[src/rtl/mem_wb_reg.sv]
// Dual-issue MEM->WB pipeline register. Selects per-slot writeback data (ALU or Dcache),
// qualifies register writes, and serialises the two-cycle Dcache access when both slots
// touch memory in the same cycle by parking slot0's load data in a hold register.
module mem_wb_reg #(
    parameter int unsigned DATA_WIDTH     = 32,
    parameter int unsigned REG_ADDR_WIDTH = 5
) (
    input  logic                      clk,
    input  logic                      rst,
    input  logic                      EXMem_Valid_0,
    input  logic                      EXMem_Valid_1,
    input  logic                      EXMem_RegWr_0,
    input  logic                      EXMem_RegWr_1,
    input  logic [REG_ADDR_WIDTH-1:0] EXMem_Rd_0,
    input  logic [REG_ADDR_WIDTH-1:0] EXMem_Rd_1,
    input  logic [DATA_WIDTH-1:0]     EXMem_AluData_0,
    input  logic [DATA_WIDTH-1:0]     EXMem_AluData_1,
    input  logic                      Mem_LdEN_0,
    input  logic                      Mem_LdEN_1,
    input  logic                      Mem_Stall,
    input  logic [DATA_WIDTH-1:0]     Dcache_DataRd_0,
    input  logic [DATA_WIDTH-1:0]     Dcache_DataRd_1,
    input  logic                      Hold,
    input  logic                      Flush,
    output logic                      MemWB_Valid_0,
    output logic                      MemWB_Valid_1,
    output logic                      MemWB_RegWr_0,
    output logic                      MemWB_RegWr_1,
    output logic [REG_ADDR_WIDTH-1:0] MemWB_Rd_0,
    output logic [REG_ADDR_WIDTH-1:0] MemWB_Rd_1,
    output logic [DATA_WIDTH-1:0]     MemWB_WbData_0,
    output logic [DATA_WIDTH-1:0]     MemWB_WbData_1,
    output logic                      MemWB_Busy
);

    typedef enum logic [0:0] {StFirst, StSecond} state_e;

    state_e                    r_state_q, r_state_d;
    logic                      r_valid_0_q, r_valid_0_d;
    logic                      r_valid_1_q, r_valid_1_d;
    logic                      r_regwr_0_q, r_regwr_0_d;
    logic                      r_regwr_1_q, r_regwr_1_d;
    logic [REG_ADDR_WIDTH-1:0] r_rd_0_q, r_rd_0_d;
    logic [REG_ADDR_WIDTH-1:0] r_rd_1_q, r_rd_1_d;
    logic [DATA_WIDTH-1:0]     r_wb_0_q, r_wb_0_d;
    logic [DATA_WIDTH-1:0]     r_wb_1_q, r_wb_1_d;
    logic [DATA_WIDTH-1:0]     r_hold_q, r_hold_d;

    logic [DATA_WIDTH-1:0] w_wbsel_0;
    logic [DATA_WIDTH-1:0] w_wbsel_1;
    logic                  w_qual_0;
    logic                  w_qual_1;
    logic                  w_regwr_0;
    logic                  w_regwr_1;

    // Per-slot data select and write-enable qualification; younger slot1 wins a WAW tie.
    always_comb begin
        w_wbsel_0 = Mem_LdEN_0 ? Dcache_DataRd_0 : EXMem_AluData_0;
        w_wbsel_1 = Mem_LdEN_1 ? Dcache_DataRd_1 : EXMem_AluData_1;
        w_qual_0  = EXMem_Valid_0 & EXMem_RegWr_0 & (EXMem_Rd_0 != '0);
        w_qual_1  = EXMem_Valid_1 & EXMem_RegWr_1 & (EXMem_Rd_1 != '0);
        w_regwr_0 = w_qual_0 & ~(w_qual_1 & (EXMem_Rd_0 == EXMem_Rd_1));
        w_regwr_1 = w_qual_1;
    end

    // Next-state: Flush beats Hold beats the FIRST/SECOND serialisation sequence.
    always_comb begin
        r_state_d   = r_state_q;
        r_valid_0_d = r_valid_0_q;
        r_valid_1_d = r_valid_1_q;
        r_regwr_0_d = r_regwr_0_q;
        r_regwr_1_d = r_regwr_1_q;
        r_rd_0_d    = r_rd_0_q;
        r_rd_1_d    = r_rd_1_q;
        r_wb_0_d    = r_wb_0_q;
        r_wb_1_d    = r_wb_1_q;
        r_hold_d    = r_hold_q;
        if (Flush) begin
            r_valid_0_d = 1'b0;
            r_valid_1_d = 1'b0;
            r_regwr_0_d = 1'b0;
            r_regwr_1_d = 1'b0;
            r_state_d   = StFirst;
        end else if (!Hold) begin
            unique case (r_state_q)
                StFirst: begin
                    if (Mem_Stall) begin
                        // Park slot0's load data and emit a bubble while slot1's access runs.
                        r_hold_d    = w_wbsel_0;
                        r_valid_0_d = 1'b0;
                        r_valid_1_d = 1'b0;
                        r_regwr_0_d = 1'b0;
                        r_regwr_1_d = 1'b0;
                        r_state_d   = StSecond;
                    end else begin
                        r_valid_0_d = EXMem_Valid_0;
                        r_valid_1_d = EXMem_Valid_1;
                        r_regwr_0_d = w_regwr_0;
                        r_regwr_1_d = w_regwr_1;
                        r_rd_0_d    = EXMem_Rd_0;
                        r_rd_1_d    = EXMem_Rd_1;
                        r_wb_0_d    = w_wbsel_0;
                        r_wb_1_d    = w_wbsel_1;
                    end
                end
                StSecond: begin
                    // Upstream holds EXMem stable, so control comes from the live inputs.
                    r_valid_0_d = EXMem_Valid_0;
                    r_valid_1_d = EXMem_Valid_1;
                    r_regwr_0_d = w_regwr_0;
                    r_regwr_1_d = w_regwr_1;
                    r_rd_0_d    = EXMem_Rd_0;
                    r_rd_1_d    = EXMem_Rd_1;
                    r_wb_0_d    = r_hold_q;
                    r_wb_1_d    = w_wbsel_1;
                    r_state_d   = StFirst;
                end
                default: r_state_d = StFirst;
            endcase
        end
    end

    // State register with synchronous reset.
    always_ff @(posedge clk) begin
        if (rst) begin
            r_state_q   <= StFirst;
            r_valid_0_q <= 1'b0;
            r_valid_1_q <= 1'b0;
            r_regwr_0_q <= 1'b0;
            r_regwr_1_q <= 1'b0;
            r_rd_0_q    <= '0;
            r_rd_1_q    <= '0;
            r_wb_0_q    <= '0;
            r_wb_1_q    <= '0;
            r_hold_q    <= '0;
        end else begin
            r_state_q   <= r_state_d;
            r_valid_0_q <= r_valid_0_d;
            r_valid_1_q <= r_valid_1_d;
            r_regwr_0_q <= r_regwr_0_d;
            r_regwr_1_q <= r_regwr_1_d;
            r_rd_0_q    <= r_rd_0_d;
            r_rd_1_q    <= r_rd_1_d;
            r_wb_0_q    <= r_wb_0_d;
            r_wb_1_q    <= r_wb_1_d;
            r_hold_q    <= r_hold_d;
        end
    end

    // Outputs come straight from registers; Busy is decoded from the state register.
    always_comb begin
        MemWB_Valid_0  = r_valid_0_q;
        MemWB_Valid_1  = r_valid_1_q;
        MemWB_RegWr_0  = r_regwr_0_q;
        MemWB_RegWr_1  = r_regwr_1_q;
        MemWB_Rd_0     = r_rd_0_q;
        MemWB_Rd_1     = r_rd_1_q;
        MemWB_WbData_0 = r_wb_0_q;
        MemWB_WbData_1 = r_wb_1_q;
        MemWB_Busy     = (r_state_q == StSecond);
    end

endmodule

[config.mk]
export PLATFORM = sky130hd
export DESIGN_NAME = mem_wb_reg
export DESIGN_NICKNAME = d
export VERILOG_FILES = /design/src/rtl/mem_wb_reg.sv
export SDC_FILE = /design/constraint.sdc
export NUM_CORES = 1
export LEC_CHECK = 0
export ABC_AREA = 1
export CAP_MARGIN = 10
export CORE_AREA = 3 3 114 116
export CTS_CLUSTER_SIZE = 14
export DETAILED_ROUTE_END_ITERATION = 8
export DIE_AREA = 0 0 117 119
export GPL_TIMING_DRIVEN = 1
export MAX_ROUTING_LAYER = met4
export PLACE_DENSITY_LB_ADDON = 0.1
export SETUP_SLACK_MARGIN = 0.2
export SYNTH_ARGS = -nofsm -noshare
export SYNTH_HDL_FRONTEND = slang
export SYNTH_SLANG_ARGS = --single-unit
[constraint.sdc]
create_clock -name clk -period 1.7 [get_ports clk]
set_input_delay 0.17 -clock clk [delete_from_list [all_inputs] [get_ports clk]]
set_output_delay 0.17 -clock clk [all_outputs]
set_load 0.005 [all_outputs]
=== Word level (Yosys, flattened, before mapping) ===
Index checks and enable logic that the tools add are counted.

* Bits in registers: 111
* Output and inout port bits: 79
* Input bits: 149
* Logic and storage cells: 47

* Equal/unequal tests: 2
* Reduce and logical (&&, ||, !) cells: 5
* Multiplexer cells: 20
* Bitwise logic cells: 10

{| class="wikitable"
|+ Operators by type and width
! operator !! number
|-
| 32-bit two-way mux || 4
|-
| 32-bit one-hot mux with 2 select lines || 2
|-
| 5-bit one-hot mux with 2 select lines || 2
|-
| 5-bit two-way mux || 2
|-
| 1-bit one-hot mux with 2 select lines || 5
|-
| 5-bit nonzero test || 2
|-
| 1-bit AND || 6
|-
| 5-bit == test || 1
|-
| 1-bit two-way mux || 5
|-
| 1-bit inverter || 4
|-
| 4-bit AND reduction || 1
|-
| 3-bit AND reduction || 1
|-
| 2-bit inequality test (second input constant) || 1
|-
| 2-bit OR reduction || 1
|}

=== Longest topological paths before layout ===
* Depth in word-level cells: 7
* Depth in mapped cells: 9
* Gate-level depth less buffers: 8

=== Least setup slack after synthesis ===
OpenSTA, ideal clock, no wires.

* Path type: reg-to-reg
* Start point: reg r_state_q, in the netlist MemWB_Busy
* End point: reg r_wb_1_q[10], in the netlist MemWB_WbData_1[10]
* Period minus slack after synthesis: 1.221 ns
* Required time: 1.578 ns
* Setup slack: 0.479 ns
* Arrival: 1.100 ns
* Cell stages (with the launch flop): 10
* Cells stage by stage: dfxtp_1 buf_4 inv_4 nand2_2 nand2_2 inv_2 buf_6 buf_6 o21ai_0 a21oi_1

* Longest elaborated chain between the ends: 3
* Elaborated cells between the ends (all ways): 4

{| class="wikitable"
|+ Ends and longest elaborated chain
! element !! line !! text
|-
| start: declaration || 38 || <nowiki>state_e r_state_q, r_state_d;</nowiki>
|-
| start signal: assignment || 126 || <nowiki>r_state_q <= StFirst;</nowiki>
|-
| start signal: assignment || 137 || <nowiki>r_state_q <= r_state_d;</nowiki>
|-
| 1-bit inverter || -- ||
|-
| 2-bit inequality test (no source line) || -- ||
|-
| 3-bit AND reduction (no source line) || -- ||
|-
| end signal: assignment || 145 || <nowiki>r_wb_1_q <= r_wb_1_d;</nowiki>
|-
| end: declaration || 46 || <nowiki>logic [DATA_WIDTH-1:0] r_wb_1_q, r_wb_1_d;</nowiki>
|}

Several ways; a longest one is shown, not always the timed one.
A chain may end at the register's enable or synchronous reset.

=== Final worst setup path ===
* Start point: reg r_wb_0_q[5], in the netlist MemWB_WbData_0[5]
* End point: out MemWB_WbData_0[5]

{| class="wikitable"
|+ RTL lines
! element !! line !! text
|-
| start: declaration || 45 || <nowiki>logic [DATA_WIDTH-1:0] r_wb_0_q, r_wb_0_d;</nowiki>
|-
| start signal: assignment || 144 || <nowiki>r_wb_0_q <= r_wb_0_d;</nowiki>
|-
| end: declaration || 31 || <nowiki>output logic [DATA_WIDTH-1:0] MemWB_WbData_0,</nowiki>
|}

No word-level cell between the ends.

==> qor.csv <==
stage,metric,value,unit
sta,fin_crit,1410,ps
worst_setup_path,startpoint_type,register,
routing,via_per_inst,5.06,
sta,period_share,82.8,%
die,initial_utilization,41.6,%
routing,drt_iter0_markers,375,
placement,portBuffers,227,
sta,hold_viol_final,0,
cts,clock-root-buffer,clkbuf_16,
die,coreArea,12000,sq um
cells_and_area,fin_util,64.0,%
routing,ant_nets,0,
cts,clockBufferDepth,2,
sta,tightest_slew,395,ps
routing,vias,5100,
worst_setup_path,worst-path-max-fanout,2,
routing,post_drt_wl_per_cell,15.6,microns
yosys,yosys_register_bits,111,
cells_and_area,drive_gt1_share,7.44,%
worst_setup_path,crit_chain,clkdlybuf4s50_1,
power_and_ir_drop,ir_drop,0.000486,V
worst_setup_path,cp.depth,1,
min_path,min_path_cells,4,
grt,grt_max_degree,65,
yosys,ys_types,25,
grt,antenna_found_initial,0,
cells_and_area,syn2layout_area_growth,53.9,%
yosys,synthCells,655,
sta,drv_slew,0,
cts,insertion_delay,340,ps
power_and_ir_drop,p_comb_share,18.8,%
worst_setup_path,crit_slowest_cell,clkdlybuf4s50_1,
power_and_ir_drop,switchingPower,1.47,mW
grt,overflow,0,
routing,post-route-drc-count,0,
min_path,hold_path.class,in2reg,
sta,slew-limit-headroom,73.7,%
cells_and_area,antenna_cells,0,
outcome,outcome,finished clean,
grt,grt_pass1_wl,24300,microns
yosys,ys_seq_area_share,44.4,%
cts,htreeDepth,3,
placement,hpwlAfterDp,11000,microns
sta,tns,0,ps
worst_setup_path,crit_type,reg2out,
power_and_ir_drop,leakage,3.12,nW
worst_setup_path,crit_arrival,1240,ps
worst_setup_path,slowest_delay,530,ps
power_and_ir_drop,clkPwrFrac,36.0,%
die,num_io_pins,228,
sta,rsz0062_at_grt,false,
power_and_ir_drop,switching_share,23.5,%
grt,grt_usage,22.3,%
power_and_ir_drop,internal_power,4.76,mW
yosys,ys_warn_count,0,
grt,grt_pass1_vias,5152,
yosys,postSynthAreaPerCell,7.63,sq um
yosys,syn-num-nets,804,
die,dieArea,13900,sq um
worst_setup_path,path_delay_family,buffers and inverters,
die,die_h,119,microns
cts,cts_inserted_buffers,9,
job,max-cap-violations,0,
routing,dr.pass1.iters,4,
placement,globalplace.congestion,0.830,
worst_setup_path,endpoint_kind,output pin,
sta,fin_skew,6.18,ps
cts,cts.sinks,111,
power_and_ir_drop,powerDensity,810,nW/um^2
sta,fmax,710,MHz
worst_setup_path,cp_num_buf_inv,1,
routing,finalWirelength,15700,microns
cts,path_clk_slew,70,ps
die,chipWidth,117,microns
yosys,syn_area,5000,sq um
die,rows,40,
sta,setup_viol,0,
power_and_ir_drop,p_seq_share,45.2,%
cells_and_area,nets,1005,
cts,hold_buffers,0,
worst_setup_path,reg2reg_depth,7,
cts,cts_tree,built,
worst_setup_path,crit_required,1530,ps
area by class of cell:
| cell class | instances | area (sq um) |
|---|---|---|
| repair buffers | 241 | 2490 |
| clock buffers | 11 | 243 |
| well taps | 147 | 184 |
| flip-flops and latches | 111 | 2220 |
| clock inverters | 4 | 70.1 |
| multi-input cells | 416 | 2190 |
| inverters | 77 | 292 |
| fillers | 1058 | 4320 |
logic make-up (layout without fill, tap and decap cells):
logic type      after synthesis  after routing  share of synthesized area [%]
simple gates                104            104                           8.23
compound gates              276            276                           27.7
xor+xnor                      4              4                          0.701
buf+inv                     128            333                           11.7
mux                          32             32                           7.21
flops                       111            111                           44.4
power by group through the flow:
stage	logic [mW]	clock network (mW)	registers, mW
3_3_place_gp	1.14	0	2.87
6_report	1.17	2.24	2.82
5_1_grt	1.28	2.41	2.83
4_1_cts	1.17	2.30	2.82
3_5_place_dp	1.16	0	2.87
2_1_floorplan	0.480	0	2.87
layer usage:
layer  track usage, %  vias up  wire length, microns
met3             5.69       19                  1310
li1                 -     2577                     -
met1             26.1     2313                  6460
met2             36.8      191                  7600
met4             7.67        0                   316
met5                -        -                     0
Yosys cell counts, drive strengths merged:
library cell    n  share of area [%]
a21oi         169                 17
dfxtp         111                 44
o21ai         106                 11
inv            77                5.8
nor2           50                3.8
nand2          48                3.7
mux2           32                7.2
buf            27                4.0
clkbuf         24                1.9
nand3           4               0.50
xor2            3               0.53
a211oi          1               0.15
nor3            1               0.10
or2             1               0.13
xnor2           1               0.18
flip-flops by register name (all words and copies together), names as in the netlist:
name            count
MemWB_WbData_0     32
MemWB_WbData_1     32
r_hold_q           32
MemWB_Rd_0          5
MemWB_Rd_1          5
MemWB_Busy          1
MemWB_RegWr_0       1
MemWB_RegWr_1       1
MemWB_Valid_0       1
MemWB_Valid_1       1
worst paths after layout:
kind,from,end,slack (ps)
min,Mem_LdEN_1,MemWB_WbData_1[0]$_SDFFE_PP0P_,400
max reg2reg,MemWB_Busy$_SDFFE_PP0N_,MemWB_WbData_0[19]$_SDFFE_PP0P_,400
min reg2reg,r_hold_q[9]$_SDFFE_PP0P_,r_hold_q[9]$_SDFFE_PP0P_,450
max,MemWB_WbData_0[5]$_SDFFE_PP0P_,MemWB_WbData_0[5],290
stage by stage:
stage	instances	hold WS [ps]	total power, mW	area [sq um]	worst slack [ps]
floorplan	655	264	3.35	5000	479
global placement	991	430	4.01	7350	90.3
detailed placement	991	437	4.04	7350	33.1
CTS	1006	382	6.29	7670	216
global route	1007	407	6.52	7690	234
finish	1007	399	6.23	7690	292
timing repair:
item,CTS,global route
endpoints found under the setup margin,0,4
hold endpoints to repair,0,0
gates resized for setup,0,1
setup buffers,0,0
cell usage in the layout (no fill, tap or decap), drive strengths merged:
cell	n
nand2	48
o21ai	106
clkinv	2
a21oi	169
xor2	3
nor3	1
or2	1
nor2	50
inv	77
dfxtp	111
xnor2	1
clkbuf	12
buf	14
a211oi	1
clkdlybuf4s50	226
bufinv	2
mux2	32
nand3	4
Power figures use the tool's default switching activity.
